<file path="config.mk">
export PLATFORM = sky130hd
export DESIGN_NAME = flag_cond_unit
export DESIGN_NICKNAME = d
export VERILOG_FILES = /design/src/rtl/flag_cond_unit.sv
export SDC_FILE = /design/constraint.sdc
export NUM_CORES = 1
export LEC_CHECK = 0
export CAP_MARGIN = 10
export CELL_PAD_IN_SITES_DETAIL_PLACEMENT = 1
export CELL_PAD_IN_SITES_GLOBAL_PLACEMENT = 2
export CORE_MARGIN = 1.5
export CORE_UTILIZATION = 17
export DETAILED_ROUTE_END_ITERATION = 7
export GPL_TIMING_DRIVEN = 0
export PLACE_DENSITY_LB_ADDON = 0.1
export SYNTH_ARGS = -nofsm -noshare
export SYNTH_HDL_FRONTEND = slang
export SYNTH_SLANG_ARGS = --single-unit
</file>
<file path="constraint.sdc">
create_clock -name i_clk -period 1.48 [get_ports i_clk]
set_clock_uncertainty 0.05 [all_clocks]
set_input_delay 0.296 -clock i_clk [delete_from_list [all_inputs] [get_ports i_clk]]
set_output_delay 0.296 -clock i_clk [all_outputs]
set_load 0.05 [all_outputs]
</file>
<file path="src/rtl/flag_cond_unit.sv">
// ============================================================================
// Module   : flag_cond_unit
// Brief    : Masked-update status flag register with a registered, handshaked
//            branch-condition evaluator. Optional save/restore shadow register
//            is built when FLAG_COND_SHADOW_EN is defined.
// Revision : 1.0 - initial release
// ============================================================================
`default_nettype none

module flag_cond_unit #(
  parameter int                   NUM_FLAGS   = 5,
  parameter int                   SEL_W       = 3,
  parameter logic [NUM_FLAGS-1:0] RESET_FLAGS = '0
) (
  input  logic                 i_clk,
  input  logic                 i_rst,
  input  logic                 i_flag_we,
  input  logic [NUM_FLAGS-1:0] i_flag_mask,
  input  logic [NUM_FLAGS-1:0] i_flag_in,
  input  logic                 i_save,
  input  logic                 i_restore,
  input  logic                 i_cond_valid,
  output logic                 o_cond_ready,
  input  logic [SEL_W-1:0]     i_sel_f,
  input  logic                 i_inv_f,
  output logic                 o_s_valid,
  input  logic                 i_s_ready,
  output logic                 o_s_flag,
  output logic                 o_sel_err,
  output logic [NUM_FLAGS-1:0] o_r_flag
);

  localparam int               c_EXT_W    = 1 << SEL_W;
  localparam logic [SEL_W-1:0] c_TRUE_SEL = SEL_W'(NUM_FLAGS);

  logic [NUM_FLAGS-1:0] r_flag;
  logic                 r_s_valid;
  logic                 r_s_flag;
  logic                 r_sel_err;

  logic [NUM_FLAGS-1:0] w_mask;
  logic [NUM_FLAGS-1:0] w_upd;
  logic [NUM_FLAGS-1:0] w_nf;
  logic [c_EXT_W-1:0]   w_ext;
  logic                 w_accept;
  logic                 w_err;
  logic                 w_result;

  assign w_mask = i_flag_we ? i_flag_mask : '0;
  assign w_upd  = (r_flag & ~w_mask) | (i_flag_in & w_mask);

`ifdef FLAG_COND_SHADOW_EN
  logic [NUM_FLAGS-1:0] r_shadow;

  // Restore overrides any write; save captures the pre-update flags (swap when both).
  always_ff @(posedge i_clk or posedge i_rst) begin
    if (i_rst) begin
      r_shadow <= RESET_FLAGS;
    end else if (i_save) begin
      r_shadow <= r_flag;
    end
  end

  assign w_nf = i_restore ? r_shadow : w_upd;
`else
  logic w_unused_shadow;
  assign w_unused_shadow = i_save ^ i_restore;
  assign w_nf            = w_upd;
`endif

  // Extended select space: the code just past the last flag reads as constant true.
  always_comb begin
    w_ext                  = '0;
    w_ext[NUM_FLAGS-1:0]   = w_nf;
    w_ext[NUM_FLAGS]       = 1'b1;
  end

  assign w_err        = (i_sel_f > c_TRUE_SEL);
  assign w_result     = w_err ? 1'b0 : (w_ext[i_sel_f] ^ i_inv_f);
  assign o_cond_ready = ~r_s_valid | i_s_ready;
  assign w_accept     = i_cond_valid & o_cond_ready;

  always_ff @(posedge i_clk or posedge i_rst) begin
    if (i_rst) begin
      r_flag <= RESET_FLAGS;
    end else begin
      r_flag <= w_nf;
    end
  end

  always_ff @(posedge i_clk or posedge i_rst) begin
    if (i_rst) begin
      r_s_valid <= 1'b0;
      r_s_flag  <= 1'b0;
      r_sel_err <= 1'b0;
    end else if (w_accept) begin
      r_s_valid <= 1'b1;
      r_s_flag  <= w_result;
      r_sel_err <= w_err;
    end else if (i_s_ready) begin
      r_s_valid <= 1'b0;
    end
  end

  assign o_s_valid = r_s_valid;
  assign o_s_flag  = r_s_flag;
  assign o_sel_err = r_sel_err;
  assign o_r_flag  = r_flag;

endmodule

`default_nettype wire

</file>
==> run metrics, run 1 <==
Final Non-Filler Cells 108; Register Area 208 µm²; total gr overflow 0; post-synthesis mux area share 2.27%; boundary pin count 30; Tmin final 1470 ps; clk_lat worst skew 260 ps; R2R Path End o_s_flag; global placement routability congestion 0.685; Avg Cell Area, Syn 9.40 µm²; die area 0.00291 mm²; fraction of registers with async set/reset 100%; Worst R2R Path Depth 4; crit path capture type flip-flop; Die H 54.0 µm; Reg2Reg Setup Slack 40 ps; # rows 18; Multi-input gate area 352 µm²; Yosys reg bits 8; Core Region 0.00248 mm²; Ant. Diodes 0; DR iter-0 viols 4; Pwr per Cell Area 866 mW/mm²; Starting Density 17.8%; largest family of logic cells by synthesized area simple AND/OR/NAND/NOR gates; Worst-path clk slew 70 ps; max_cap viols 0; status completed; fin util 36.2%; worst path required time 1550 ps; syn_nets 68; post-synthesis sequential area ratio 45.3%; crit path launch type input pin; clock sink count 8; Fillers 299; final setup vio count 0; area leader, netlist dfrtp_1; CTS tree yes; Worst slew margin 68.2%; IO buf count 27; worst vdd ir 0.000399 V; total track usage 10.4%; HP Class in -> async; top cells by area, synth dfrtp_1, nand2_1, a2111oi_1, nand2b_1, a2111oi_2; Slew @ Worst Pin 478 ps; fmax 682 MHz; crit path DAT 1540 ps; final worst slack 14.7 ps; DP Cell Count 104; antenna-violating nets left 0; top cell type's share of synthesized area 45.3%; RSZ-0062 raised after global routing true; Top FF cell, synth dfrtp_1; Avg WL per Cell 12.8 µm; Post-route DRC 0; layout cells sized above 1 51.3%; Post-Synth XOR/XNOR Area 0%; first-pass GRT wire length 2.04 mm; Routed WL 1.38 mm; Simple-Gate Fraction of Synth Area 28.0%; worst r2r src o_r_flag[1]; H-tree depth 1; clock buffer count from CTS 3; gate count of the mapped netlist 47; clock root buffer clkbuf_4; critical path class in -> reg; fin crit share 99.0%; Via-to-Cell Ratio 4.47; leakage 0.382 nW; Post-layout nets 100; Warnings, synthesis 0; Compound-Gate Fraction of Synth Area 21.0%; synthesized area 442 µm²; Synth cell types 21; Max Root-Sink Buffers 2; Design Power 0.000776 W; Final Hold Viols 0; Via Count 483; EDFF count, synth 0; largest net degree at the start of global routing 10; Area Growth Syn to Fin 103%; vias in the first global route 461; initial antenna violation count 0; commonest cells in the netlist nand2_1, dfrtp_1, inv_1; cts hold-fix bufs 0; CP Max Fanout 5; count leader, synth nand2_1; Setup TNS Final 0 ps; max-slew violation count 0; drt first pass iters 3; Die Wd 54.0 µm; Setup WS pre-CTS -767 ps; Synth Area in Adders 0%
state kept, by name, summed over array words and instances (netlist names):
signal	count
o_sel_err	1
o_s_valid	1
o_s_flag	1
o_r_flag	5
cells by family (layout without fill, tap and decap cells):
group,Yosys count,count (layout)
muxes,1,1
and+or+nand+nor,23,23
buffers and inverters,4,35
AOI/OAI and AO/OA,11,11
DFF,8,8
per-layer routing:
metal	part of all wire [%]	track usage (%)
met5	0	0
met4	0.87	5.00
met3	6.5	3.33
met2	48	16.1
met1	44	13.0
placed cells by master (no fill, tap or decap):
| cell type | count |
|---|---|
| nand2b_1 | 2 |
| or3b_1 | 1 |
| nand2_1 | 6 |
| clkdlybuf4s15_1 | 1 |
| nor3_2 | 1 |
| clkdlybuf4s50_1 | 5 |
| nand2_2 | 3 |
| or2_2 | 1 |
| nand2b_4 | 1 |
| o31ai_4 | 1 |
| buf_6 | 2 |
| nor3b_1 | 1 |
| inv_1 | 4 |
| a31oi_2 | 1 |
| dfrtp_1 | 2 |
| a21o_2 | 1 |
| mux2i_2 | 1 |
| buf_8 | 1 |
| or3_4 | 1 |
| a21o_1 | 2 |
| dfrtp_2 | 6 |
| nor3_1 | 1 |
| clkdlybuf4s15_2 | 5 |
| clkbuf_1 | 1 |
| clkbuf_4 | 5 |
| nand3_1 | 1 |
| o31ai_1 | 1 |
| a21boi_4 | 1 |
| o21ai_0 | 1 |
| and3_4 | 4 |
| dlygate4sd2_1 | 9 |
| clkbuf_2 | 2 |
| a2111oi_4 | 3 |
worst max-delay path by stage:
| stage | start | endpoint | slack [ps] | depth (start not counted) |
|---|---|---|---|---|
| final | i_sel_f[0] | o_s_flag | 10 | 6 |
| after floorplan | o_r_flag[0] | o_s_flag | -60 | 5 |
| after global routing | i_sel_f[0] | o_s_flag | -30 | 6 |
| after CTS | i_s_ready | o_cond_ready | 5 | 3 |
| after detailed placement | i_flag_we | o_s_flag | -770 | 6 |
| after global placement | i_flag_we | o_s_flag | -800 | 6 |
worst max-delay path, stage by stage:
cell and delay (ps):
buf_8 110, or3_4 390, o31ai_4 240, nor3_2 80, nand3_1 80, or3b_1 340
area by class of cell:
type,instances,area share [%]
Inverter,4,1.68
Timing Repair Buffer,27,28.8
Sequential cell,8,23.2
Tap cell,30,4.19
Multi-Input combinational cell,35,39.2
Clock buffer,4,2.93
metrics by stage:
step / hold WS (ps) / cell area [µm²]
floorplan: 61.3 / 465
global placement: 420 / 773
detailed placement: 432 / 773
CTS: 258 / 886
global route: 288 / 896
finish: 262 / 896
repair_timing:
item | in CTS | in global routing
pin swaps | 13 | 4
setup buffers | 0 | 0
setup endpoints to repair | 10 | 5
resized for setup | 73 | 10
power breakdown:
part / switching (W) / internal [W] / leakage, nW
sequential: 0.0000250 / 0.000251 / 0.0911
combinational: 0.000191 / 0.000125 / 0.276
clock: 0.0000798 / 0.000103 / 0.0150
total: 0.000296 / 0.000480 / 0.382
Power figures use the tool's default switching activity.
==> run 2: changes to the inputs <==
--- a/config.mk
+++ b/config.mk
@@ -11,6 +11,7 @@
 export CORE_MARGIN = 1.5
 export CORE_UTILIZATION = 17
 export DETAILED_ROUTE_END_ITERATION = 7
+export GPL_ROUTABILITY_DRIVEN = 1
 export GPL_TIMING_DRIVEN = 0
 export PLACE_DENSITY_LB_ADDON = 0.1
 export SYNTH_ARGS = -nofsm -noshare
==> results of run 2 <==
Same layout as run 1: the final DEF is identical, and so are final timing and power.
==> run 3: changes to the inputs <==
--- a/config.mk
+++ b/config.mk
@@ -13,7 +13,8 @@
 export DETAILED_ROUTE_END_ITERATION = 7
 export GPL_ROUTABILITY_DRIVEN = 1
 export GPL_TIMING_DRIVEN = 0
-export PLACE_DENSITY_LB_ADDON = 0.1
+export HOLD_SLACK_MARGIN = 0.15
+export PLACE_DENSITY = 0.73
 export SYNTH_ARGS = -nofsm -noshare
 export SYNTH_HDL_FRONTEND = slang
 export SYNTH_SLANG_ARGS = --single-unit
==> run 3 against run 2 <==
Die area is the same. Global-route usage fell by 0.91 points. Combinational power down 5%. Core utilization is 1.7 points lower. Largest cell class unchanged.
==> run metrics, run 3 (same netlist as run 1, synthesis figures left out) <==
Fillers 293 (was 299); final setup vio count 0 (unchanged); Slew @ Worst Pin 320 ps (was 478 ps); Max Root-Sink Buffers 2 (unchanged); max_cap viols 0 (unchanged); Avg WL per Cell 11.5 µm (was 12.8 µm); # rows 18 (unchanged); drt first pass iters 3 (unchanged); total track usage 9.49% (was 10.4%); Die Wd 54.0 µm (unchanged); Worst slew margin 78.6% (was 68.2%); leakage 0.375 nW (was 0.382 nW); cts hold-fix bufs 0 (unchanged); Tmin final 1450 ps (was 1470 ps); crit path launch type input pin (unchanged); Final Hold Viols 0 (unchanged); max-slew violation count 0 (unchanged); H-tree depth 1 (unchanged); fin crit share 97.7% (was 99.0%); crit path DAT 1530 ps (was 1540 ps); Post-route DRC 0 (unchanged); initial antenna violation count 0 (unchanged); Core Region 0.00248 mm² (unchanged); die area 0.00291 mm² (unchanged); HP Class in -> async (unchanged); clk_lat worst skew 260 ps (about the same); Routed WL 1.23 mm (was 1.38 mm); Ant. Diodes 0 (unchanged); commonest non-fill, non-tap cell in the layout nand2_1 (was dlygate4sd2_1); Area Growth Syn to Fin 93.2% (was 103%); Via-to-Cell Ratio 4.32 (was 4.47); DR iter-0 viols 6 (was 4); vias in the first global route 466 (was 461); total gr overflow 0 (unchanged); status completed (unchanged); global placement routability congestion 0.646 (was 0.685); Worst-path clk slew 60 ps (was 70 ps); CP Max Fanout 2 (was 5); CTS tree yes (unchanged); Die H 54.0 µm (unchanged); worst vdd ir 0.000448 V (was 0.000399 V); post-CTS setup repair buffer count 0 (unchanged); fin util 34.4% (was 36.2%); max reg flops 5 (unchanged); Post-layout nets 100 (unchanged); layout cells sized above 1 48.1% (was 51.3%); HPWL Detailed 984 µm; first-pass GRT wire length 1.94 mm (was 2.04 mm); Starting Density 17.8% (unchanged); hold_ws 234 ps (was 262 ps); IO buf count 27 (unchanged); crit path capture type flip-flop (unchanged); clock root buffer clkbuf_4 (unchanged); Setup TNS Final 0 ps (unchanged); worst path required time 1560 ps (was 1550 ps); boundary pin count 30 (unchanged); Pwr per Cell Area 877 mW/mm² (was 866 mW/mm²); fmax 691 MHz (was 682 MHz); clock sink count 8 (unchanged); most frequent cells in the layout nand2_1, dlygate4sd2_1, dfrtp_2 (was dlygate4sd2_1, nand2_1, dfrtp_2); largest net degree at the start of global routing 10 (unchanged); Via Count 462 (was 483); RSZ-0062 raised after global routing true (unchanged); clock buffer count from CTS 3 (unchanged); Worst R2R Path Depth 5 (was 4); critical path class in -> reg (unchanged); antenna-violating nets left 0 (unchanged)
==> run 3: final timing paths <==
path | start | endpoint | slack (ps)
setup reg to reg | o_r_flag[0] | o_s_flag | 50
max in group asynchronous | i_rst | o_r_flag[4] | 880
hold reg to reg | o_sel_err | o_sel_err | 440
hold / removal | i_rst | o_sel_err | 230
setup / recovery | i_flag_in[2] | o_s_flag | 30
min in group i_clk | i_sel_f[2] | o_sel_err | 380
==> run 3: area by class of cell <==
class                   count  area [µm²]  area share, %
multi-input cells          35         337           39.4
repair buffers             27         234           27.4
inverters                   4        15.0           1.76
flip-flops and latches      8         208           24.3
well taps                  30        37.5           4.40
clock buffers               3        22.5           2.64
==> run 3: routing by layer <==
metal  wire length, µm  global-route usage, %
met1               548                   11.2
met2               578                   15.7
met3                91                   4.17
met4                 8                   2.50
met5                 0                      0
==> run 3: worst max-delay path, stage by stage <==
cell and delay, ps:
dlygate4sd2_1 230, and3_4 170, a2111oi_4 300, a31oi_1 100
nand3_1 100, or3b_1 330
==> run 3: timing repair <==
action,4_1_cts,5_1_grt
gates cloned,0,0
resized for setup,65,12
pin swaps,13,12
endpoints found under the setup margin,10,5
hold endpoints to repair,0,0
==> run 3: power by group <==
group | leakage [nW] | internal, W | switching (W) | total (W)
sequential | 0.0911 | 0.000251 | 0.0000248 | 0.000276
combinational | 0.270 | 0.000114 | 0.000186 | 0.000300
clock | 0.0138 | 0.0000932 | 0.0000793 | 0.000172
==> run 3: through the flow <==
stage	power (W)	instances	worst slack, ps	instance area, µm²
global placement	0.000577	104	-755	773
finish	0.000748	107	33.7	853
CTS	0.000760	107	10.2	851
global route	0.000794	107	-21.2	853
detailed placement	0.000580	104	-745	773
floorplan	0.000447	47	-61.9	465
==> variant (settings of run 2) <==
The parameter `SEL_W` goes from 3 to 5.
--- a/src/rtl/flag_cond_unit.sv
+++ b/src/rtl/flag_cond_unit.sv
@@ -9,7 +9,7 @@
 
 module flag_cond_unit #(
   parameter int                   NUM_FLAGS   = 5,
-  parameter int                   SEL_W       = 3,
+  parameter int                   SEL_W       = 5,
   parameter logic [NUM_FLAGS-1:0] RESET_FLAGS = '0
 ) (
   input  logic                 i_clk,
Ports: changed (resized i_sel_f); port bits go from 30 to 32. No check against the original RTL was run, so the function may have changed too.
==> variant against run 2 <==
Fmax up 2.5%; combinational power down 11%; highest routed layer is now met3; cell area down 1.4%; total power down 5.5%; area after synthesis up 2.5%; sequential cell count unchanged; register-to-register slack better by 0.02 ns; worst setup slack better by 0.036 ns; first-iteration DRC count down 100%; critical path type is now reg -> out; routed wire length up 1.5%; count of clock-buffer cells in the layout unchanged; die area up 2.4%; worst hold slack worse by 0.016 ns.
==> variant: results (changes against run 2) <==
| Metric | Value |
|---|---|
| Outcome | `completed` |
| Drt pass-1 iters | `1 (-2)` |
| XOR/XNOR Fraction of Synth Area | `0% (unchanged)` |
| Detailed Place HPWL | `1.102 mm` |
| Number of global-route vias before repair | `517 (+12%)` |
| Critical Path Start | `o_r_flag[3]` |
| Worst path slowest cell | `clkdlybuf4s15_1` |
| Crit path to | `o_r_flag[3]` |
| HP Class | `in -> async` |
| Input/output buffers | `29 (+7.4%)` |
| Yosys warning total | `0 (unchanged)` |
| Worst R2R Path Depth | `5 (+1)` |
| Post-synthesis sequential area ratio | `44.20% (-1.1 points)` |
| Static Leak | `0.3834 nW (+0.35%)` |
| Fin nets | `103 (+3.0%)` |
| Share of cells above drive strength 1 | `43.04% (-8.2 points)` |
| Cell family with most CP delay | `buffers and inverters` |
| Main flop type after synthesis | `dfrtp_1` |
| Placed cells | `105 (+0.96%)` |
| Mux share of post-synthesis cell area | `4.972% (+2.7 points)` |
| Root Buffer | `clkbuf_4` |
| R2r setup slk | `0.06 ns (+0.02 ns)` |
| Crit path DAT | `1.08 ns (-0.46 ns)` |
| Synth top cells by count | `dfrtp_1, nand2_1` |
| Slew HR | `68.26% (about the same)` |
| Final GP Congestion | `0.6588 (-3.8%)` |
| First-pass GRT wire length | `2.325 mm (+14%)` |
| Mapped Nets | `69 (+1.5%)` |
| RR Startpoint | `o_r_flag[4]` |
| Complex-gate fraction of the synthesized area | `25.14% (+4.2 points)` |
| Initial DRC Count | `0 (-4)` |
| GR Util All Layers | `11.15% (+0.75 points)` |
| Internal | `0.0004645 W (-3.1%)` |
| WL final | `1.397 mm (+1.5%)` |
| Slowest cell delay on critical path | `0.49 ns (+0.10 ns)` |
| Max clock buf depth | `2 (unchanged)` |
| Via count | `481 (-0.41%)` |
| PostCTS Resize Cnt | `53 (-27%)` |
| Crit path max fanout | `2 (-3)` |
| DR vias/cell | `4.413 (-1.3%)` |
| R2r endpoint | `o_s_flag` |
| Ranking of synthesized cells by area | `dfrtp_1, nand2_1, a211oi_1` |
| Peak supply drop | `0.0003587 V (-10%)` |
| Yosys cell types | `23 (+9.5%)` |
| Syn Inst Count | `46 (-2.1%)` |
## variant: changes by cell type after synthesis, moves of 2 or more
cell              run 2  this run
nor3_1                2         0
a2111oi_1             2         0
a211oi_1              0         3
nand2_1               9         7
## variant: logic make-up after synthesis
| group | after synthesis |
|---|---|
| AND/OR/NAND/NOR | 19 |
| AO/OA/AOI/OAI | 14 |
| flip-flops | 8 |
| buffers and inverters | 3 |
| multiplexers | 2 |
## variant: per-layer routing
layer / global-route usage, % / share of wire (%) / vias to the layer above
li1: - / - / 237
met3: 4.372 / 7.2 / 0
met2: 18.85 / 51 / 16
met4: 2.500 / 0 / 0
met5: 0 / 0 / -
met1: 13.17 / 42 / 228
## variant: power groups by stage
stage          registers [W]  logic [W]  clock network (W)
4_1_cts             0.000264   0.000287           0.000195
6_report            0.000264   0.000283           0.000186
5_1_grt             0.000268   0.000304           0.000212
2_1_floorplan       0.000355  0.0000645                  0
3_5_place_dp        0.000266   0.000284                  0
3_3_place_gp        0.000266   0.000285                  0
## variant: per-stage QoR
| step | area (um2) | TNS (ns) | setup WS [ns] | hold slack (ns) |
|---|---|---|---|---|
| after floorplan | 467.9 | -0.01095 | -0.01095 | 0.06146 |
| after global placement | 795.8 | -1.619 | -0.6682 | 0.4283 |
| after detailed placement | 795.8 | -1.593 | -0.6469 | 0.4293 |
| after CTS | 885.9 | 0 | 0.0006313 | 0.2636 |
| after global routing | 883.3 | -0.02703 | -0.02703 | 0.2594 |
| final | 883.3 | 0 | 0.05080 | 0.2461 |
## variant: final cells by class
type	count	area (um2)
Clock buffer	4	26.28
Fill cell	289	1617
Inverter	3	11.26
Multi-Input combinational cell	35	319.1
Sequential cell	8	203.9
Tap cell	30	37.54
Timing Repair Buffer	29	285.3
